[config.mk]
export PLATFORM = sky130hd
export DESIGN_NAME = alu_ctrl_mdu
export DESIGN_NICKNAME = d
export VERILOG_FILES = /design/src/rtl/alu_pkg.sv /design/src/rtl/alu_ctrl_mdu_md_iter.sv /design/src/rtl/alu_ctrl_mdu.sv
export SDC_FILE = /design/constraint.sdc
export NUM_CORES = 1
export LEC_CHECK = 0
export CAP_MARGIN = 10
export CORE_MARGIN = 8
export CORE_UTILIZATION = 30
export CTS_CLUSTER_DIAMETER = 100
export DETAILED_ROUTE_END_ITERATION = 6
export GPL_TIMING_DRIVEN = 0
export HOLD_SLACK_MARGIN = 0.06
export PLACE_DENSITY_LB_ADDON = 0.05
export SLEW_MARGIN = 20
export SYNTH_ARGS = -nofsm -noshare
export SYNTH_HDL_FRONTEND = slang
export SYNTH_SLANG_ARGS = --single-unit
[constraint.sdc]
create_clock -name clk -period 3.45 [get_ports clk]
set_input_delay 0.345 -clock clk [delete_from_list [all_inputs] [get_ports clk]]
set_output_delay 0.345 -clock clk [all_outputs]
set_load 0.05 [all_outputs]
[src/rtl/alu_pkg.sv]
// Shared encodings for the MIPS ALU control and multiply/divide unit.
// ALUOp, funct and ALUCtr codes, select encodings and sequencer states.
package alu_pkg;

  localparam logic [3:0] ALU_ADD  = 4'b0000;
  localparam logic [3:0] ALU_ADDU = 4'b0001;
  localparam logic [3:0] ALU_SUB  = 4'b0010;
  localparam logic [3:0] ALU_AND  = 4'b0100;
  localparam logic [3:0] ALU_OR   = 4'b0101;
  localparam logic [3:0] ALU_XOR  = 4'b0110;
  localparam logic [3:0] ALU_SLL  = 4'b1000;
  localparam logic [3:0] ALU_SRL  = 4'b1001;
  localparam logic [3:0] ALU_SLT  = 4'b1010;
  localparam logic [3:0] ALU_SRA  = 4'b1100;

  localparam logic [3:0] OP_ADD   = 4'b0000;
  localparam logic [3:0] OP_SUB   = 4'b0001;
  localparam logic [3:0] OP_OR    = 4'b0010;
  localparam logic [3:0] OP_SLT   = 4'b0011;
  localparam logic [3:0] OP_BNE   = 4'b0110;
  localparam logic [3:0] OP_AND   = 4'b1010;
  localparam logic [3:0] OP_LUI   = 4'b1011;
  localparam logic [3:0] OP_XOR   = 4'b1100;
  localparam logic [3:0] OP_RTYPE = 4'b1111;

  localparam logic [5:0] FN_SLL   = 6'b000000;
  localparam logic [5:0] FN_SRL   = 6'b000010;
  localparam logic [5:0] FN_SRA   = 6'b000011;
  localparam logic [5:0] FN_JR    = 6'b001000;
  localparam logic [5:0] FN_MFHI  = 6'b010000;
  localparam logic [5:0] FN_MFLO  = 6'b010010;
  localparam logic [5:0] FN_MULT  = 6'b011000;
  localparam logic [5:0] FN_MULTU = 6'b011001;
  localparam logic [5:0] FN_DIV   = 6'b011010;
  localparam logic [5:0] FN_DIVU  = 6'b011011;
  localparam logic [5:0] FN_ADD   = 6'b100000;
  localparam logic [5:0] FN_ADDU  = 6'b100001;
  localparam logic [5:0] FN_SUBF  = 6'b100010;
  localparam logic [5:0] FN_AND   = 6'b100100;
  localparam logic [5:0] FN_OR    = 6'b100101;
  localparam logic [5:0] FN_XOR   = 6'b100110;
  localparam logic [5:0] FN_SLT   = 6'b101010;

  localparam logic [1:0] ASEL_RS    = 2'b00;
  localparam logic [1:0] ASEL_SHAMT = 2'b01;
  localparam logic [1:0] ASEL_LUI   = 2'b10;

  localparam logic [1:0] HILO_ALU = 2'b00;
  localparam logic [1:0] HILO_HI  = 2'b01;
  localparam logic [1:0] HILO_LO  = 2'b10;

  typedef enum logic [1:0] {
    IDLE = 2'b00,
    RUN  = 2'b01,
    FIX  = 2'b10
  } md_state_e;

endpackage

[src/rtl/alu_ctrl_mdu_md_iter.sv]
// Iterative multiply/divide datapath: one shift-add or restoring step per RUN cycle,
// sign correction and HI/LO write in FIX. i_mode = funct[1:0] (bit1 divide, bit0 unsigned).
module md_iter
  import alu_pkg::*;
#(
  parameter int WIDTH = 32
) (
  input  logic             clk,
  input  logic             rst,
  input  logic             i_start,
  input  logic [1:0]       i_mode,
  input  logic [WIDTH-1:0] i_a,
  input  logic [WIDTH-1:0] i_b,
  output md_state_e        o_state,
  output logic             o_done,
  output logic [WIDTH-1:0] o_hi,
  output logic [WIDTH-1:0] o_lo
);
  localparam int CNT_W = $clog2(WIDTH);

  md_state_e          r_state, w_next;
  logic [CNT_W-1:0]   r_count;
  logic [2*WIDTH-1:0] r_prod;
  logic [WIDTH-1:0]   r_mcand, r_hi, r_lo;
  logic               r_div, r_neg_q, r_neg_r, r_b_zero;

  logic               w_a_neg, w_b_neg;
  logic [WIDTH-1:0]   w_abs_a, w_abs_b;
  logic [WIDTH:0]     w_mul_sum, w_rem_sh;
  logic               w_ge;
  logic [2*WIDTH-1:0] w_step, w_prod_fix;
  logic [WIDTH-1:0]   w_quo, w_rem, w_hi, w_lo;

  assign w_a_neg = ~i_mode[0] & i_a[WIDTH-1];
  assign w_b_neg = ~i_mode[0] & i_b[WIDTH-1];
  assign w_abs_a = w_a_neg ? -i_a : i_a;
  assign w_abs_b = w_b_neg ? -i_b : i_b;

  // Product register doubles as {remainder, quotient} during divide.
  assign w_mul_sum = {1'b0, r_prod[2*WIDTH-1:WIDTH]} + (r_prod[0] ? {1'b0, r_mcand} : '0);
  assign w_rem_sh  = r_prod[2*WIDTH-1:WIDTH-1];
  assign w_ge      = (w_rem_sh >= {1'b0, r_mcand});
  assign w_step    = r_div ?
      {(w_ge ? (w_rem_sh[WIDTH-1:0] - r_mcand) : w_rem_sh[WIDTH-1:0]), r_prod[WIDTH-2:0], w_ge} :
      {w_mul_sum, r_prod[WIDTH-1:1]};

  assign w_prod_fix = r_neg_q ? -r_prod : r_prod;
  assign w_quo      = r_prod[WIDTH-1:0];
  assign w_rem      = r_prod[2*WIDTH-1:WIDTH];

  always_comb begin
    w_hi = w_prod_fix[2*WIDTH-1:WIDTH];
    w_lo = w_prod_fix[WIDTH-1:0];
    if (r_div) begin
      w_hi = r_neg_r ? -w_rem : w_rem;
      w_lo = r_b_zero ? '1 : (r_neg_q ? -w_quo : w_quo);
    end
  end

  always_comb begin
    w_next = r_state;
    case (r_state)
      IDLE:    if (i_start) w_next = RUN;
      RUN:     if (r_count == CNT_W'(WIDTH-1)) w_next = FIX;
      FIX:     w_next = IDLE;
      default: w_next = IDLE;
    endcase
  end

  always_ff @(posedge clk) begin
    if (rst) begin
      r_state  <= IDLE;
      r_count  <= '0;
      r_prod   <= '0;
      r_mcand  <= '0;
      r_div    <= 1'b0;
      r_neg_q  <= 1'b0;
      r_neg_r  <= 1'b0;
      r_b_zero <= 1'b0;
      r_hi     <= '0;
      r_lo     <= '0;
    end else begin
      r_state <= w_next;
      case (r_state)
        IDLE: if (i_start) begin
          r_count  <= '0;
          r_prod   <= {{WIDTH{1'b0}}, w_abs_a};
          r_mcand  <= w_abs_b;
          r_div    <= i_mode[1];
          r_neg_q  <= w_a_neg ^ w_b_neg;
          r_neg_r  <= w_a_neg;
          r_b_zero <= (i_b == '0);
        end
        RUN: begin
          r_prod  <= w_step;
          r_count <= r_count + 1'b1;
        end
        FIX: begin
          r_hi <= w_hi;
          r_lo <= w_lo;
        end
        default: ;
      endcase
    end
  end

  assign o_state = r_state;
  assign o_done  = (r_state == FIX);
  assign o_hi    = r_hi;
  assign o_lo    = r_lo;

endmodule

[src/rtl/alu_ctrl_mdu.sv]
// MIPS ALU control: combinational {ALUOp, funct} decode plus the HI/LO
// multiply/divide sequencer and the pipeline stall it raises.
module alu_ctrl_mdu
  import alu_pkg::*;
#(
  parameter int WIDTH = 32,
  parameter int OP_W  = 4,
  parameter int CTR_W = 4
) (
  input  logic             clk,
  input  logic             rst,
  input  logic             valid_in,
  input  logic [OP_W-1:0]  alu_op,
  input  logic [5:0]       funct,
  input  logic [WIDTH-1:0] op_a,
  input  logic [WIDTH-1:0] op_b,
  output logic [CTR_W-1:0] alu_ctr,
  output logic [1:0]       asel,
  output logic             jr,
  output logic [1:0]       hilo_rd,
  output logic             illegal,
  output logic             stall,
  output logic             md_busy,
  output logic [WIDTH-1:0] hi,
  output logic [WIDTH-1:0] lo
);
  logic [3:0] w_op, w_ctr;
  logic [1:0] w_asel, w_hilo;
  logic       w_jr, w_ill, w_md_op, w_start, w_done;
  md_state_e  w_state;

  assign w_op = 4'(alu_op);

  always_comb begin
    w_ctr   = ALU_ADD;
    w_asel  = ASEL_RS;
    w_jr    = 1'b0;
    w_hilo  = HILO_ALU;
    w_ill   = 1'b0;
    w_md_op = 1'b0;
    case (w_op)
      OP_ADD:   w_ctr = ALU_ADD;
      OP_SUB:   w_ctr = ALU_SUB;
      OP_OR:    w_ctr = ALU_OR;
      OP_SLT:   w_ctr = ALU_SLT;
      OP_BNE:   w_ctr = ALU_SUB;
      OP_AND:   w_ctr = ALU_AND;
      OP_XOR:   w_ctr = ALU_XOR;
      OP_LUI: begin
        w_ctr  = ALU_SLL;
        w_asel = ASEL_LUI;
      end
      OP_RTYPE: begin
        case (funct)
          FN_ADD:  w_ctr = ALU_ADD;
          FN_ADDU: w_ctr = ALU_ADDU;
          FN_SUBF: w_ctr = ALU_SUB;
          FN_AND:  w_ctr = ALU_AND;
          FN_OR:   w_ctr = ALU_OR;
          FN_XOR:  w_ctr = ALU_XOR;
          FN_SLT:  w_ctr = ALU_SLT;
          FN_SLL:  begin w_ctr = ALU_SLL; w_asel = ASEL_SHAMT; end
          FN_SRL:  begin w_ctr = ALU_SRL; w_asel = ASEL_SHAMT; end
          FN_SRA:  begin w_ctr = ALU_SRA; w_asel = ASEL_SHAMT; end
          FN_JR:   w_jr = 1'b1;
          FN_MFHI: w_hilo = HILO_HI;
          FN_MFLO: w_hilo = HILO_LO;
          FN_MULT, FN_MULTU, FN_DIV, FN_DIVU: w_md_op = 1'b1;
          default: w_ill = 1'b1;
        endcase
      end
      default: w_ill = 1'b1;
    endcase
  end

  assign w_start = valid_in & w_md_op;

  md_iter #(.WIDTH(WIDTH)) u_md_iter (
    .clk     (clk),
    .rst     (rst),
    .i_start (w_start),
    .i_mode  (funct[1:0]),
    .i_a     (op_a),
    .i_b     (op_b),
    .o_state (w_state),
    .o_done  (w_done),
    .o_hi    (hi),
    .o_lo    (lo)
  );

  // Low in FIX so the held md instruction retires as HI/LO are written.
  assign stall   = ((w_state == IDLE) & w_start) | (w_state == RUN);
  assign md_busy = (w_state != IDLE) | w_done;

  assign alu_ctr = CTR_W'(w_ctr);
  assign asel    = w_asel;
  assign jr      = w_jr;
  assign hilo_rd = w_hilo;
  assign illegal = w_ill;

endmodule
# Word-level counts from Yosys, hierarchy flattened
# Cells that the tools add are included.
[word_totals] ff_bits=171 in_bits=77 wordCells=100 output_inout_bits=76
[op_classes] reduce_logical=14 bitwise=8 n_lt_le_gt_ge=1 add_sub_neg=8 muxes=30 n_eq_ne=29
[ops] cell="2-to-1 mux 32 bit" count=9
[ops] cell="2-to-1 mux 64 bit" count=3
[ops] cell="negator 32 bit" count=4
[ops] cell="one-hot mux 64 bit (2 select lines)" count=1
[ops] cell="negator 64 bit" count=1
[ops] cell="== test 6 bit (second input constant)" count=7
[ops] cell="== test 6 x 5 -> 1 bit (second input constant)" count=6
[ops] cell="one-hot mux 4 bit (9 select lines)" count=1
[ops] cell="adder 32 x 33 -> 33 bit" count=1
[ops] cell="greater-or-equal comparator 33 x 32 -> 1 bit" count=1
[ops] cell="logical NOT 32 bit" count=1
[ops] cell="subtractor 32 bit" count=1
[ops] cell="one-hot mux 4 bit (7 select lines)" count=1
[ops] cell="OR reduction 17 bit" count=1
[ops] cell="== test 4 bit (second input constant)" count=4
[ops] cell="== test 6 x 2 -> 1 bit (second input constant)" count=2
[ops] cell="one-hot mux 2 bit (2 select lines)" count=3
[ops] cell="one-hot mux 5 bit (2 select lines)" count=1
[ops] cell="== test 4 x 2 -> 1 bit (second input constant)" count=2
[ops] cell="OR reduction 8 bit" count=1
[ops] cell="== test 6 x 4 -> 1 bit (second input constant)" count=1
[ops] cell="logical NOT 6 bit" count=1
[ops] cell="2-to-1 mux 1 bit" count=6
[ops] cell="2-to-1 mux 2 bit" count=3
[ops] cell="21 further kinds" count=28

# Logic depth before layout (Yosys ltp)
[logic_depth] ltp_word=7 ltp_mapped=14 mapped_depth_nobuf=13

# Hierarchy
# From an unflattened synthesis, not the netlist that was laid out.
[unflattened] cells_unflattened=1858 hier_area_um2=13808.2
[modules_own_cells] module="md_iter" seq_area_each_um2=3423.3 cells_each=1784 n_inst=1 area_per_inst_um2=13347.8
[modules_own_cells] module="alu_ctrl_mdu" seq_area_each_um2=0.0 cells_each=74 n_inst=1 area_per_inst_um2=460.4

# Least setup slack after synthesis
# Ideal clock, no wire load.
[synth_path] path_kind="register -> register" from="reg u_md_iter.r_prod[0]" to="reg u_md_iter.r_prod[58]" setup_ns=0.130 path_stages_with_launch=15 synth_period_minus_slack_ns=3.114 arrival_time_ns=2.984 required_time_ns=3.320 path_slack_ns=0.336 path_buffers=2 path_cell_list="dfxtp_1 inv_1 buf_1 nor2_1 ha_1 clkbuf_1 and3_1 a2111o_1 o21ai_0 a21oi_1 a31oi_1 o21ai_1 a41oi_1 mux2i_1 o211ai_1"
[synth_between] elab_chain_cells=4
[synth_lines] item="from (decl)" line="alu_ctrl_mdu_md_iter.sv:23" text="logic [2*WIDTH-1:0] r_prod;"
[synth_lines] item="from (signal assigned)" line="alu_ctrl_mdu_md_iter.sv:87" text="r_prod <= {{WIDTH{1'b0}}, w_abs_a};"
[synth_lines] item="from (signal assigned)" line="alu_ctrl_mdu_md_iter.sv:95" text="r_prod <= w_step;"
[synth_lines] item="2-to-1 mux 32 bit" line="alu_ctrl_mdu_md_iter.sv:40" text="assign w_mul_sum = {1'b0, r_prod[2*WIDTH-1:WIDTH]} + (r_prod[0] ? {1'b0, r_mcand} : '0);"
[synth_lines] item="adder 32 x 33 -> 33 bit" line="alu_ctrl_mdu_md_iter.sv:40"
[synth_lines] item="2-to-1 mux 64 bit" line="alu_ctrl_mdu_md_iter.sv:43" text="assign w_step = r_div ?"
[synth_lines] item="one-hot mux 64 bit (2 select lines)" line="alu_ctrl_mdu_md_iter.sv:84" text="case (r_state)"
# Every way passes these cells.
# A chain may end at the register's enable or synchronous reset.

# Worst setup path in the final report
[layout_path] from="reg u_md_iter.r_prod[31]" to="reg u_md_iter.r_prod[60]"
[layout_between] elab_chain_cells=4 word_cells_on_any_way=5 cone_classes="add/sub: 1; order compare: 1; mux: 3"
[layout_lines] item="subtractor 32 bit / greater-or-equal comparator 33 x 32 -> 1 bit (equally long branches)" line="alu_ctrl_mdu_md_iter.sv:44, alu_ctrl_mdu_md_iter.sv:42"
[layout_lines] item="2-to-1 mux 32 bit (*)" line="alu_ctrl_mdu_md_iter.sv:44" text="{(w_ge ? (w_rem_sh[WIDTH-1:0] - r_mcand) : w_rem_sh[WIDTH-1:0]), r_prod[WIDTH-2:0], w_ge} :"
[layout_lines] item="2-to-1 mux 64 bit (*)" line="alu_ctrl_mdu_md_iter.sv:43"
[layout_lines] item="one-hot mux 64 bit (2 select lines) (*)" line="alu_ctrl_mdu_md_iter.sv:84"
# Every way passes the cells marked *; elsewhere a longest branch is shown, timed or not.

==> flow_metrics.py <==
metrics = {
    "critical_path": {
        "cp_data_arrival_time_ns": 3.71,
        "crit_path_cell_trace": "inv_4 -> ha_4 -> inv_2 -> fa_2 -> a211oi_2 -> o21ai_2 -> and3_4 -> a211o_4 -> a311o_1 -> o41ai_4 -> o21ai_1 -> xor2_1 -> a311o_1",
        "slowest_stage": "a311o_1",
        "crit_buf_inv": 2,
        "cp_top_family": "compound AO/OA/AOI/OAI gates",
        "path_common_cell": "a311o_1",
        "path_max_fanout": 6,
        "startpoint_type": "flip-flop",
        "cpPeakStageDelay_ns": 0.42,
        "end_kind": "flip-flop",
        "critical_path_required_ns": 3.81,
        "critPathKind": "flip-flop to flip-flop",
    },
    "layout": {
        "fin_nets": 2199,
        "utilization_pct": 37.2,
        "drive_above_1_share_pct": 6.84,
        "seqCellArea_um2": 3450,
        "syn2layout_area_growth_pct": 23.2,
        "antenna_cells": 0,
        "multi_input_area_um2": 10100,
        "fillers": 4960,
    },
    "timing": {
        "max_freq_ghz": 0.298,
        "slew_violations": 0,
        "tightest_slew_ns": 1.09,
        "fin_skew_ns": 0.0126,
        "finalSetupTns_ns": 0,
        "period_minus_slack_ns": 3.35,
        "finalSetupViolCount": 0,
        "hold_viol": 0,
        "setup_ws_ns": 0.0975,
        "finalCritPeriodShare_pct": 97.2,
        "relSlewSlack_pct": 27.2,
    },
    "synth": {
        "synth_top_flop_cell": "dfxtp_1",
        "synth_simple_gate_area_share_pct": 22.3,
        "synthTopCellsByArea": "dfxtp_1, a211oi_1, ha_1, nor2_1, a21oi_1",
        "synth_cell_types": 87,
        "synthesis.area_um2": 14000,
        "syn_inst": 1877,
        "yosys-top-cells-count": "nor2_1, dfxtp_1, nand2_1",
        "synth_fa_ha_area_share_pct": 6.56,
        "syn_area_per_cell_um2": 7.44,
        "synth.area.mux_share_pct": 3.38,
        "synth_top_family_by_area": "compound AO/OA/AOI/OAI gates",
        "async_reset_ff_share_pct": 0,
        "synth.most_common_cell": "nor2_1",
        "ys_seq_elements": 171,
        "synthesis.nets": 2026,
        "synth_area_leader_cell": "dfxtp_1",
        "synth_top_area_share_pct": 24.5,
        "synth_compound_area_share_pct": 28.4,
        "ys_warn_count": 0,
        "synth_xor_area_share_pct": 9.41,
        "synth_seq_area_share_pct": 24.5,
        "synth_edf_count": 0,
    },
    "global_routing": {
        "grt_overflow": 0,
        "antenna_found_initial": 0,
        "grt_util_all_layers_pct": 20.9,
        "met1_usage_pct": 28.3,
        "use_met3_pct": 2.72,
        "grt_pass1_wl_um": 87200,
        "grt_pass1_vias": 14300,
        "grt_max_degree": 17,
        "use_met2_pct": 34.4,
        "gr-max-usage-layer": "met2",
    },
    "die": {
        "ios": 153,
        "fp-row-count": 79,
        "initial_core_util_pct": 30.2,
        "dieArea_um2": 53700,
        "die_w_um": 232,
        "fp.dieH_um": 232,
        "core_um2": 46300,
    },
    "detailed_routing": {
        "drt_wl_total_um": 57500,
        "drc": 0,
        "vias": 14500,
        "ant_nets": 0,
        "drt_pass1_iterations": 6,
        "drt-initial-drc-count": 1069,
        "vias_per_cell": 5.42,
        "wl_per_cell_um": 21.5,
    },
    "clock_tree": {
        "root_buffer": "clkbuf_16",
        "cts_htree_levels": 4,
        "cts_made_buffers": 17,
        "clk_path_buf_depth": 2,
        "insertion_delay_ns": 0.46,
        "clk_pin_slew_ns": 0.08,
        "clock-sinks": 171,
        "cts_tree": "built",
        "ctsHoldBuffers": 0,
    },
    "pwr": {
        "ir_drop_mv": 0.384,
        "p_per_area_nw_per_um2": 263,
        "leakage_nw": 6.56,
        "power.total_mw": 4.52,
    },
    "placement": {
        "hpwl_um": 46200,
        "numPortBuffers": 149,
        "globalplace.congestion": 0.907,
        "pre_cts_slack_ns": -1.07,
    },
    "run_status": {
        "status": "complete, no violations",
    },
    "hold_path": {
        "hold_path.class": "flip-flop to flip-flop",
    },
    "flow_run": {
        "cap_violations": 0,
    },
}
logic make-up after synthesis:
kind of cell	count (synthesis)
xor gates and xnor gates	150
adders and majority gates	72
and+or+nand+nor	646
buffers and inverters	187
AOI/OAI and AO/OA	604
DFF	171
muxes	47
per-stage QoR:
| step | std cells | area, um^2 | hold WS, ns |
|---|---|---|---|
| after floorplan | 1877 | 14000 | 0.432 |
| after global placement | 2633 | 16200 | 0.441 |
| after detailed placement | 2633 | 16200 | 0.444 |
| after CTS | 2663 | 17000 | 0.454 |
| after global routing | 2669 | 17200 | 0.471 |
| final | 2669 | 17200 | 0.448 |
layer usage:
layer | wire length [um] | share of wire [%]
met5 | 0 | 0
met1 | 27200 | 47
met4 | 1120 | 1.9
met2 | 26600 | 46
met3 | 2610 | 4.5
flip-flops by register name, indices dropped and copies added (netlist names), 2 cells and up:
register	cells
u_md_iter.r_count	5
u_md_iter.o_state	2
u_md_iter.o_hi	32
u_md_iter.r_mcand	32
u_md_iter.r_prod	64
u_md_iter.o_lo	32
where the power goes:
group	internal (mW)	total [mW]	switching [mW]
Sequential	1.97	1.98	0.00275
Combinational	0.195	0.455	0.260
Clock	1.17	2.09	0.925
worst paths after layout:
check,cells past startpoint,to,slack [ns],startpoint
min,2,u_md_iter.o_hi[18]$_SDFFE_PP0N_,0.45,u_md_iter.o_hi[18]$_SDFFE_PP0N_
max reg2reg,13,u_md_iter.r_prod[60]$_SDFFE_PP0P_,0.1,u_md_iter.r_prod[31]$_SDFFE_PP0P_
min reg2reg,2,u_md_iter.o_hi[18]$_SDFFE_PP0N_,0.45,u_md_iter.o_hi[18]$_SDFFE_PP0N_
max,13,u_md_iter.r_prod[60]$_SDFFE_PP0P_,0.1,u_md_iter.r_prod[31]$_SDFFE_PP0P_
layout make-up:
class | instances | share of cell area (%)
plain buffers | 116 | 2.97
flip-flops and latches | 171 | 20.0
clock buffers | 19 | 2.58
repair buffers | 158 | 9.08
clock inverters | 12 | 0.917
well taps | 607 | 4.42
inverters | 67 | 1.49
multi-input cells | 1519 | 58.5
worst reg2reg max path, delay by kind of cell, from the launching register on:
family | cells | cell delay, ns
xor+xnor | 1 | 0.15
compound gates | 7 | 1.91
fa+ha+maj | 2 | 0.51
simple gates | 1 | 0.19
buf+inv | 2 | 0.11
flops | 1 | 0.38
repair_timing:
| item | in CTS | in global routing |
|---|---|---|
| setup buffers | 1 | 8 |
| resized for setup | 47 | 52 |
| pin swaps | 1 | 10 |
| setup endpoints to repair | 37 | 38 |
| cloned | 0 | 0 |
placed cells by master (no fill, tap or decap), types with 6 or more instances in the layout:
cell type,count
clkbuf_16,17
nand2b_1,19
dfxtp_1,156
xnor2_1,81
a22o_1,9
a41oi_1,6
a311oi_1,7
nor4_1,11
dfxtp_2,13
or4_1,11
o21ai_0,97
o21bai_1,7
clkbuf_1,93
o21ai_1,14
buf_4,14
inv_1,64
nand3_1,34
nor2_1,222
a22oi_1,14
o31ai_1,22
nand2_1,160
a211oi_1,125
a31oi_1,20
mux2i_1,46
xor2_1,69
a21o_1,42
ha_1,66
or3_1,38
inv_6,6
and3_1,17
o211ai_1,11
nand4_1,14
a21oi_1,151
nor2b_1,16
o41ai_1,6
nor3_1,44
and2_1,10
clkdlybuf4s50_1,146
Note: power is estimated with default switching activity, not from simulation.
